$ cat config.mk
export PLATFORM = sky130hd
export DESIGN_NAME = vga_scanout
export DESIGN_NICKNAME = d
export VERILOG_FILES = /design/src/rtl/vga_scanout.sv
export SDC_FILE = /design/constraint.sdc
export NUM_CORES = 1
export LEC_CHECK = 0
export ABC_AREA = 1
export BUFFER_PORTS_ARGS = -buffer_cell sky130_fd_sc_hd__buf_2
export CAP_MARGIN = 10
export CORE_ASPECT_RATIO = 0.8
export CORE_MARGIN = 2
export CORE_UTILIZATION = 50
export CTS_BUF_LIST = sky130_fd_sc_hd__clkbuf_4
export DETAILED_ROUTE_END_ITERATION = 10
export PLACE_DENSITY = 0.75
export SYNTH_ARGS = -nofsm -noshare
export SYNTH_HDL_FRONTEND = slang
export SYNTH_SLANG_ARGS = --single-unit
$ cat constraint.sdc
create_clock -name clk -period 1.77 [get_ports clk]
set_input_delay 0.2655 -clock clk [delete_from_list [all_inputs] [get_ports clk]]
set_output_delay 0.2655 -clock clk [all_outputs]
set_load 0.1 [all_outputs]
$ cat src/rtl/vga_scanout.sv
// VGA scan-out: 640x480@60 timing, double-buffered frame buffer fetch, pin pipeline
// aligned to RAM read latency, and vblank buffer-swap handshake. Optional colour
// bars are compiled in with `define TEST_PATTERN_EN (adds the test_mode input).
module vga_scanout #(
  parameter int H_ACTIVE   = 640,
  parameter int H_FP       = 16,
  parameter int H_SYNC     = 96,
  parameter int H_BP       = 48,
  parameter int V_ACTIVE   = 480,
  parameter int V_FP       = 10,
  parameter int V_SYNC     = 2,
  parameter int V_BP       = 33,
  parameter int RD_LATENCY = 2
) (
  input  logic        clk,
  input  logic        reset,
`ifdef TEST_PATTERN_EN
  input  logic        test_mode,
`endif
  output logic        rd_en,
  output logic        rd_bank,
  output logic [18:0] rd_addr,
  input  logic [2:0]  rd_data,
  input  logic        swap_req,
  output logic        swap_ack,
  output logic        frame_end,
  output logic        hsync,
  output logic        vsync,
  output logic        de,
  output logic [2:0]  rgb
);

  localparam int H_TOT  = H_ACTIVE + H_FP + H_SYNC + H_BP;
  localparam int V_TOT  = V_ACTIVE + V_FP + V_SYNC + V_BP;
  localparam int HW     = $clog2(H_TOT);
  localparam int VW     = $clog2(V_TOT);
  // Counter -> pin distance is STAGES+1 registers: 1 address stage + RD_LATENCY + rgb.
  localparam int STAGES = RD_LATENCY + 1;

  localparam logic [HW-1:0] H_LAST = HW'(H_TOT - 1);
  localparam logic [HW-1:0] H_ACT  = HW'(H_ACTIVE);
  localparam logic [HW-1:0] HS_BEG = HW'(H_ACTIVE + H_FP);
  localparam logic [HW-1:0] HS_END = HW'(H_ACTIVE + H_FP + H_SYNC - 1);
  localparam logic [VW-1:0] V_LAST = VW'(V_TOT - 1);
  localparam logic [VW-1:0] V_ACT  = VW'(V_ACTIVE);
  localparam logic [VW-1:0] V_PRE  = VW'(V_ACTIVE - 1);
  localparam logic [VW-1:0] VS_BEG = VW'(V_ACTIVE + V_FP);
  localparam logic [VW-1:0] VS_END = VW'(V_ACTIVE + V_FP + V_SYNC - 1);

  logic [HW-1:0] h;
  logic [VW-1:0] v;
  logic          active, origin, hs_n, vs_n, pre_end, tp_now;

  logic [STAGES:0] de_pipe, hs_pipe, vs_pipe;

  // ---------------------------------------------------------------- counters
  always_ff @(posedge clk) begin
    if (reset) begin
      h <= '0;
      v <= '0;
    end else if (h == H_LAST) begin
      h <= '0;
      v <= (v == V_LAST) ? '0 : v + VW'(1);
    end else begin
      h <= h + HW'(1);
    end
  end

  assign active  = (h < H_ACT) && (v < V_ACT);
  assign origin  = (h == '0) && (v == '0);
  assign hs_n    = !((h >= HS_BEG) && (h <= HS_END));
  assign vs_n    = !((v >= VS_BEG) && (v <= VS_END));
  // Next counter state is (0, V_ACTIVE): lets frame_end/swap_ack/rd_bank be registered
  // yet line up exactly with that counter cycle.
  assign pre_end = (h == H_LAST) && (v == V_PRE);

`ifdef TEST_PATTERN_EN
  localparam int BAR_W = H_ACTIVE / 8;

  logic                    tp_q;
  logic [2:0]              bar;
  logic [STAGES-1:0]       tp_pipe;
  logic [STAGES-1:0][2:0]  bar_pipe;

  // test_mode only takes effect at the frame origin so a frame is never split.
  assign tp_now = origin ? test_mode : tp_q;
  assign bar    = 3'(32'(h) / BAR_W);

  always_ff @(posedge clk) begin
    if (reset) begin
      tp_q     <= 1'b0;
      tp_pipe  <= '0;
      bar_pipe <= '0;
    end else begin
      tp_q     <= tp_now;
      tp_pipe  <= {tp_pipe[STAGES-2:0], tp_now};
      bar_pipe <= {bar_pipe[STAGES-2:0], bar};
    end
  end
`else
  assign tp_now = 1'b0;
`endif

  // ---------------------------------------------------------------- address stage
  always_ff @(posedge clk) begin
    if (reset) begin
      rd_en   <= 1'b0;
      rd_addr <= '0;
    end else begin
      rd_en <= active && !tp_now;
      if (origin)
        rd_addr <= '0;
      else if (active && !tp_now)
        rd_addr <= rd_addr + 19'd1;
    end
  end

  // ---------------------------------------------------------------- swap handshake
  always_ff @(posedge clk) begin
    if (reset) begin
      rd_bank   <= 1'b0;
      swap_ack  <= 1'b0;
      frame_end <= 1'b0;
    end else begin
      frame_end <= pre_end;
      swap_ack  <= pre_end && swap_req;
      if (pre_end && swap_req)
        rd_bank <= ~rd_bank;
    end
  end

  // ---------------------------------------------------------------- pin pipeline
  always_ff @(posedge clk) begin
    if (reset) begin
      de_pipe <= '0;
      hs_pipe <= '1;
      vs_pipe <= '1;
    end else begin
      de_pipe <= {de_pipe[STAGES-1:0], active};
      hs_pipe <= {hs_pipe[STAGES-1:0], hs_n};
      vs_pipe <= {vs_pipe[STAGES-1:0], vs_n};
    end
  end

  // rd_data for a pixel lands while its de sits one stage short of the pins.
  always_ff @(posedge clk) begin
    if (reset) begin
      rgb <= '0;
    end else if (de_pipe[STAGES-1]) begin
`ifdef TEST_PATTERN_EN
      rgb <= tp_pipe[STAGES-1] ? bar_pipe[STAGES-1] : rd_data;
`else
      rgb <= rd_data;
`endif
    end else begin
      rgb <= '0;
    end
  end

  assign de    = de_pipe[STAGES];
  assign hsync = hs_pipe[STAGES];
  assign vsync = vs_pipe[STAGES];

endmodule
==> run_results.csv, run 1 <==
group,metric,value,unit
drt,vias,2452,
outcome,violations,"DRC",
critical_path,critPathKind,"register to register",
global_routing,met3_usage,7.50,%
logic_synthesis,synth_area,2680,sq um
floorplanning,die_h,69.5,um
logic_synthesis,yosys_register_bits,57,
global_routing,met2_usage,29.9,%
clock_network,cts_root_buffer,"clkbuf_4",
floorplanning,pin_count,35,
logic_synthesis,synth_top_family_by_area,"simple AND/OR/NAND/NOR gates",
global_routing,grt-ovfl-total,0,
timing,slew-limit-headroom,54.3,%
logic_synthesis,yosys.area_share.simple,38.6,%
logic_synthesis,synthTopCellsByArea,"dfxtp_1 43%, nand2_1 13%, inv_1 8.3%",
clock_network,cts_tree,"built",
floorplanning,rows,23,
logic_synthesis,synthDominantCellAreaShare,42.6,%
clock_network,clock_latency,0.40,ns
critical_path,cp_data_arrival_time,1.89,ns
layout,stdcell_area,3080,sq um
logic_synthesis,ys_warn_count,0,
logic_synthesis,synth_top_area_cell,"dfxtp_1",
power,peakVddDrop,0.000490,V
placed_design,dp_hpwl,4220,um
drt,drt-initial-drc-count,178,
global_routing,gr-usage-met1,26.6,%
logic_synthesis,synth_xor_area_share,1.31,%
layout,diodes,0,
drt,ant_nets,0,
timing,finalHoldViolCount,0,
timing,fin_crit_sh,89.4,%
floorplanning,die_w,85.9,um
power,leakage,1.34,nW
timing,worst_pin_slew,0.677,ns
critical_path,path_buf_inv,2,
timing,rsz0062_at_grt,"false",
clock_network,cts_buffer_depth,2,
timing,setup_viol,0,
min_path,hp-class,"input port to register",
placed_design,gp_routability_congestion,0.871,
logic_synthesis,ys_seq_area_share,42.6,%
placed_design,port-buffer-count,34,
logic_synthesis,ys_types,30,
critical_path,cp_slowest_cell,"dfxtp_1",
critical_path,crit_fanout,14,
global_routing,antenna_found_initial,0,
global_routing,busiest_layer,"met2",
layout,nNetsFinal,437,
logic_synthesis,synthAdderAreaFrac,2.33,%
timing,whs,0.0610,ns
critical_path,path_delay_family,"simple AND/OR/NAND/NOR gates",
global_routing,grt_pass1_vias,2139,
timing,min_period,1.58,ns
outcome,outcome,"finished with violations",
timing,drv_slew,0,
floorplanning,coreArea,5090,sq um
floorplanning,dieArea,5970,sq um
critical_path,cp.depth,8,
clock_network,cts_sinks,57,
critical_path,cp_cell_sequence,"ha_2 -> nand3_4 -> nor3_4 -> inv_2 -> nand2_4 -> nand2_1 -> inv_1 -> nor2_1",
clock_network,path_clk_slew,0.09,ns
placed_design,place_area,2940,sq um
layout,syn_to_final_growth,14.8,%
clock_network,cts_htree_levels,3,
logic_synthesis,synth-compound-area-share,5.65,%
logic_synthesis,syn_inst,381,
layout,final_cells,492,
critical_path,rr_worst_depth,8,
critical_path,slowest_delay,0.41,ns
clock_network,cts_buffers,9,
drt,avgViaCountPerCell,4.98,
critical_path,cp-end-kind,"register",
drt,drc,4,
drt,wl_per_cell,11.4,um
logic_synthesis,synthMuxAreaShare,0,%
timing,skew,0.00806,ns
power,powerDensity,779,nW/um^2
floorplanning,start_util,52.6,%
critical_path,start_kind,"register",
global_routing,track_usage,20.3,%
logic_synthesis,avgSynthCellArea,7.04,sq um
layout,layout_common_cells,"94 x nand2_1, 59 x inv_1, 57 x nor2_1",
layout,layout_commonest_cell,"nand2_1",
drt,drtPass1Iterations,9,
global_routing,grt_max_degree,16,
placed_design,dp_cells,477,
logic_synthesis,synth_nets,392,
power,total_power,2.40,mW
timing,setup-tns-final,0,ns
timing,max_freq,0.632,GHz
global_routing,grt_pass1_wl,9500,um
layout,drive_above_1_share,19.8,%
drt,wl,5620,um
flow_run,drv_cap,0,
critical_path,required,2.07,ns
min_path,hold_depth,3,
## state kept, by name, indices dropped and copies added, names as in the netlist, 3 cells and up
signal	count
rd_addr	19
h	10
vs_pipe	4
v	10
hs_pipe	4
rgb	3
de_pipe	4
## synthesized netlist by cell type
cell type / instances
xor2_1: 4
o311ai_0: 1
nor2_4: 4
nor3_1: 13
nand3_1: 24
clkbuf_1: 1
nand2_1: 94
a21oi_1: 17
o211ai_1: 1
nor3_4: 1
or2_2: 6
nor2_1: 57
nand2_4: 2
buf_2: 1
nor3b_2: 1
nand2_2: 1
inv_2: 1
o21ai_0: 7
o21ai_2: 1
nand3b_1: 2
nor2_2: 1
nand4_1: 11
buf_6: 2
a31oi_1: 1
dfxtp_1: 57
ha_1: 5
nor3b_1: 3
inv_1: 59
nand3_4: 1
or2_0: 2
## cell type report
type	instances	area, sq um
Clock buffer	12	90.1
Inverter	60	225
Sequential cell	57	1160
Fill cell	479	2020
Timing Repair Buffer	38	200
Clock inverter	3	42.5
Multi-Input combinational cell	260	1290
Tap cell	62	77.6
## per-stage QoR
step           setup WS (ns)  util (%)
3_3_place_gp           0.229      57.7
3_5_place_dp           0.149      57.7
4_1_cts                0.123      60.4
6_report               0.188      60.4
5_1_grt               0.0132      60.4
2_1_floorplan        0.00484         -
## report_power, final
group          total [mW]  internal, mW  switching [mW]
Combinational       0.151        0.0379           0.113
Sequential           1.31          1.30          0.0141
Clock               0.936         0.469           0.467
Total                2.40          1.80           0.595
## cell families (layout without fill, tap and decap cells)
logic type | Yosys count | count (layout)
AND/OR/NAND/NOR | 223 | 223
buffers and inverters | 64 | 113
XOR/XNOR | 4 | 4
AO/OA/AOI/OAI | 28 | 28
adder cells (fa/ha/maj) | 5 | 5
flip-flops | 57 | 57
## worst reg2reg max path: cells and delay by family (launching register included)
kind / cells / cell delay [ns]
buffers and inverters: 2 / 0.19
adders and majority gates: 1 / 0.25
DFF: 1 / 0.41
and+or+nand+nor: 5 / 0.64
## layer usage
layer | wire (um) | part of all wire, %
met1 | 2770 | 49
met2 | 2420 | 43
met3 | 358 | 6.4
met4 | 68 | 1.2
met5 | 0 | 0
## worst paths after layout
path                 to        from  slack (ns)
max                v[9]        h[1]        0.19
min              rgb[1]  rd_data[1]        0.06
max reg2reg        v[9]        h[1]        0.19
min reg2reg  de_pipe[2]  de_pipe[1]        0.41
## repair_timing
| action | 4_1_cts | 5_1_grt |
|---|---|---|
| endpoints found under the setup margin | 0 | 2 |
| buffers inserted | 0 | 0 |
| hold endpoints to repair | 0 | 0 |
| hold buffers | 0 | 0 |
| resized for setup | 0 | 2 |
(Power assumes the default switching activity.)
==> run 2: changes to the inputs <==
--- a/config.mk
+++ b/config.mk
@@ -9,7 +9,7 @@
 export BUFFER_PORTS_ARGS = -buffer_cell sky130_fd_sc_hd__buf_2
 export CAP_MARGIN = 10
 export CORE_ASPECT_RATIO = 0.8
-export CORE_MARGIN = 2
+export CORE_MARGIN = 5
 export CORE_UTILIZATION = 50
 export CTS_BUF_LIST = sky130_fd_sc_hd__clkbuf_4
 export DETAILED_ROUTE_END_ITERATION = 10
==> run_results.csv, run 2 (synthesis results as in run 1) <==
group,metric,value,unit
floorplanning,die_h,75.5,um
floorplanning,rows,23,
timing,min_period,1.61,ns
layout,stdcell_area,3060,sq um
drt,vias,2440,
flow_run,drv_cap,0,
clock_network,cts_root_buffer,"clkbuf_4",
power,p_comb_share,6.7,%
power,switching_power,579,uW
critical_path,path_buf_inv,2,
timing,setup-tns-final,0,ns
clock_network,path_clk_slew,0.09,ns
clock_network,cts_sinks,57,
drt,wl_per_cell,11.6,um
placed_design,place_area,2940,sq um
power,p_int,1.74,mW
layout,drive_above_1_share,19.1,%
timing,whs,0.0800,ns
floorplanning,die_w,91.9,um
floorplanning,pin_count,35,
floorplanning,start_util,52.6,%
drt,avgViaCountPerCell,4.97,
global_routing,grt-ovfl-total,0,
power,p_sw_share,25.0,%
drt,wl_met3,520,um
timing,max_freq,0.623,GHz
layout,diodes,0,
placed_design,dp_hpwl,4210,um
timing,worst_pin_slew,0.558,ns
power,p_clk_share,36.7,%
power,leakage,1.34,nW
floorplanning,dieArea,6940,sq um
clock_network,ctsHoldBuffers,0,
drt,drt-initial-drc-count,134,
critical_path,critPathKind,"register to register",
placed_design,gp_routability_congestion,0.923,
clock_network,cts_tree,"built",
power,sequentialPowerShare,56.5,%
critical_path,path_delay_family,"simple AND/OR/NAND/NOR gates",
layout,nNetsFinal,437,
critical_path,crit_fanout,14,
placed_design,port-buffer-count,34,
drt,drc,0,
drt,maxUsedRoutingLayer,"met4",
layout,layout_commonest_cell,"nand2_1",
timing,drv_slew,0,
critical_path,cp_cell_sequence,"ha_2 -> nand3_4 -> nor3_4 -> inv_2 -> nand2_4 -> nand2_1 -> inv_1 -> nor2_1",
global_routing,grt_pass1_wl,9800,um
layout,syn_to_final_growth,14.1,%
layout,largest-register,"rd_addr",
power,powerDensity,757,nW/um^2
critical_path,cp-end-kind,"register",
drt,m1WireLength,2750,um
layout,largest_register_ffs,19,
drt,wl_met2,2330,um
floorplanning,coreArea,5090,sq um
drt,ant_nets,0,
critical_path,cp_slowest_cell,"dfxtp_1",
timing,setup_viol,0,
layout,top_regs,"rd_addr: 19 flops, h: 10 flops, v: 10 flops",
clock_network,cts_buffer_depth,2,
outcome,outcome,"complete, no violations",
critical_path,start_kind,"register",
clock_network,cts_htree_levels,3,
global_routing,grt_max_degree,16,
timing,skew,0.0140,ns
critical_path,cp_data_arrival_time,1.90,ns
timing,rsz0062_at_grt,"false",
timing,fin_crit_sh,90.7,%
clock_network,cts_buffers,9,
layout,layout_common_cells,"94 x nand2_1, 59 x inv_1, 57 x nor2_1",
global_routing,track_usage,18.1,%
critical_path,slowest_delay,0.40,ns
critical_path,required,2.06,ns
min_path,hp-class,"input port to register",
global_routing,grt_pass1_vias,2192,
timing,slew-limit-headroom,62.3,%
clock_network,clock_latency,0.40,ns
drt,wl,5690,um
power,peakVddDrop,0.000416,V
global_routing,antenna_found_initial,0,
timing,finalHoldViolCount,0,
drt,drtPass1Iterations,6,
run 2: cell types whose count changed in the layout (fill, tap and decap cells not counted), sizes merged:
cell      delta
clkbuf       -3
clkinv       +3
clkinvlp     -1
run 2: cell type report:
class                      count  area (sq um)
clock buffer                   9          67.6
clock inverter                 5          48.8
fill                         481          2030
inverter                      60           225
multi-input combinational    260          1290
sequential                    57          1150
tap                           62          77.6
timing repair buffer          38           200
run 2: layer usage:
layer  vias to the layer above  track usage [%]
li1                       1289                -
met1                      1034             23.3
met2                       105             27.9
met3                        12             4.94
met4                         0             10.7
met5                         -                0
run 2: timing repair:
item                       in CTS  in global routing
gates resized for setup         0                  1
setup endpoints to repair       0                  1
buffers inserted                0                  0
run 2: tightest hold or removal path, cell delays in order:
cell and delay, ns:
buf_2 0.09, inv_1 0.04, nor2_1 0.03
run 2: through the flow:
step / instances / utilization, % / power, mW / setup slack (ns)
global placement: 477 / 57.7 / 1.49 / 0.260
global route: 491 / 60.1 / 2.45 / 0.0214
CTS: 491 / 60.0 / 2.36 / 0.163
floorplan: 381 / - / 1.46 / 0.00484
finish: 491 / 60.1 / 2.32 / 0.164
detailed placement: 477 / 57.7 / 1.49 / 0.174
run 2: worst paths after layout:
path / from / to / slack (ns) / cells after the start
worst max-delay path: h[1] / v[9] / 0.16 / 8
worst min-delay path: rd_data[2] / rgb[2] / 0.08 / 3
worst max register to register: h[1] / v[9] / 0.16 / 8
worst min register to register: de_pipe[1] / de_pipe[2] / 0.39 / 2
run 2: power groups by stage:
stage / logic, mW / registers, mW / clock network [mW]
finish: 0.156 / 1.31 / 0.852
global route: 0.172 / 1.31 / 0.964
CTS: 0.155 / 1.31 / 0.894
detailed placement: 0.154 / 1.34 / 0
global placement: 0.153 / 1.34 / 0
floorplan: 0.0640 / 1.39 / 0
==> run 3: changes to the inputs <==
--- a/config.mk
+++ b/config.mk
@@ -10,10 +10,9 @@
 export CAP_MARGIN = 10
 export CORE_ASPECT_RATIO = 0.8
 export CORE_MARGIN = 5
-export CORE_UTILIZATION = 50
-export CTS_BUF_LIST = sky130_fd_sc_hd__clkbuf_4
+export CORE_UTILIZATION = 45
 export DETAILED_ROUTE_END_ITERATION = 10
-export PLACE_DENSITY = 0.75
+export PLACE_DENSITY = 0.69
 export SYNTH_ARGS = -nofsm -noshare
 export SYNTH_HDL_FRONTEND = slang
 export SYNTH_SLANG_ARGS = --single-unit
==> run_results.csv, run 3 (synthesis results as in run 1) <==
group,metric,value,unit
layout,top_regs,"rd_addr: 19 flops, h: 10 flops, v: 10 flops",
drt,wl,5810,um
clock_network,cts_sinks,57,
clock_network,cts_buffers,9,
critical_path,required,2.00,ns
timing,setup_viol,0,
timing,skew,0.00625,ns
layout,nNetsFinal,437,
global_routing,grt_pass1_vias,2180,
critical_path,cp_slowest_cell,"dfxtp_1",
global_routing,track_usage,17.0,%
timing,finalHoldViolCount,0,
placed_design,gp_routability_congestion,0.914,
floorplanning,dieArea,7610,sq um
layout,largest_register_ffs,19,
drt,wl_per_cell,11.3,um
layout,diodes,0,
placed_design,port-buffer-count,34,
timing,rsz0062_at_grt,"false",
drt,drtPass1Iterations,4,
drt,avgViaCountPerCell,4.69,
power,peakVddDrop,0.000512,V
clock_network,cts_htree_levels,3,
timing,setup-tns-final,0,ns
timing,max_freq,0.619,GHz
timing,min_period,1.61,ns
floorplanning,coreArea,5850,sq um
global_routing,antenna_found_initial,0,
critical_path,path_buf_inv,2,
drt,vias,2401,
floorplanning,die_w,96.3,um
layout,layout_common_cells,"94 x nand2_1, 59 x inv_1, 57 x nor2_1",
critical_path,start_kind,"register",
power,leakage,1.38,nW
timing,fin_crit_sh,91.2,%
drt,ant_nets,0,
layout,syn_to_final_growth,18.8,%
layout,layout_commonest_cell,"nand2_1",
drt,drt-initial-drc-count,182,
floorplanning,rows,25,
critical_path,cp-end-kind,"register",
critical_path,cp_cell_sequence,"ha_1 -> nand3_4 -> nor3_4 -> inv_2 -> nand2_4 -> nand2_1 -> inv_1 -> nor2_1",
global_routing,grt_pass1_wl,10000,um
floorplanning,start_util,45.8,%
drt,drc,0,
floorplanning,pin_count,35,
critical_path,critPathKind,"register to register",
clock_network,path_clk_slew,0.07,ns
placed_design,dp_cells,496,
clock_network,ctsResizeCount,0,
min_path,hp-class,"input port to register",
layout,drive_above_1_share,19.3,%
global_routing,grt_max_degree,16,
timing,worst_pin_slew,0.501,ns
clock_network,postCtsSetupBuffers,0,
timing,slew-limit-headroom,66.2,%
power,powerDensity,882,nW/um^2
clock_network,cts_root_buffer,"clkbuf_8",
layout,final_cells,512,
clock_network,clock_latency,0.33,ns
clock_network,ctsHoldBuffers,0,
clock_network,cts_tree,"built",
global_routing,grt-ovfl-total,0,
critical_path,path_delay_family,"simple AND/OR/NAND/NOR gates",
placed_design,dp_hpwl,4310,um
timing,whs,0.137,ns
critical_path,crit_fanout,14,
layout,largest-register,"rd_addr",
critical_path,slowest_delay,0.41,ns
flow_run,drv_cap,0,
timing,drv_slew,0,
critical_path,cp_data_arrival_time,1.85,ns
clock_network,cts_buffer_depth,2,
floorplanning,die_h,79.0,um
outcome,outcome,"complete, no violations",
-- run 3: power by group --
group          total (mW)  internal (mW)  switching [mW]
logic               0.151         0.0374           0.114
clock network        1.34          0.829           0.516
registers            1.31           1.30          0.0143
total                2.81           2.16           0.644
-- run 3: tightest hold or removal path: cells and delay by family --
kind	cells	cell delay, ns
buffers and inverters	2	0.14
AND/OR/NAND/NOR	1	0.03
-- run 3: per-stage QoR --
stage                     util [%]  cell area, sq um  power (mW)  setup WS, ns
after floorplan                  -              2700        1.46       0.00484
after global placement        50.7              2970        1.49         0.227
after detailed placement      50.7              2970        1.49         0.168
after CTS                     54.5              3190        2.85         0.153
after global routing          54.5              3190        2.93       0.00143
final                         54.5              3190        2.81         0.155
-- run 3: cell type report --
cell class                      count  area, sq um
Fill cell                         575         2660
Multi-Input combinational cell    260         1280
Sequential cell                    57         1150
Inverter                           60          225
Timing Repair Buffer               38          200
Clock buffer                       11          141
Tap cell                           81          101
Clock inverter                      5         78.8
-- run 3: worst paths after layout --
check                                start    endpoint  slack, ns  cells past startpoint
worst min-delay path            rd_data[2]      rgb[2]       0.14                      3
worst max-delay path                  h[0]        v[9]       0.16                      8
worst min register to register  vs_pipe[0]  vs_pipe[1]       0.41                      1
worst max register to register        h[0]        v[9]       0.16                      8
-- run 3: routing by layer --
metal,GRT usage (%),vias up,routed length (um)
met1,24.3,1061,3010
met4,4.76,0,31
li1,-,1287,-
met2,23.4,51,2370
met5,0,-,0
met3,6.82,2,391
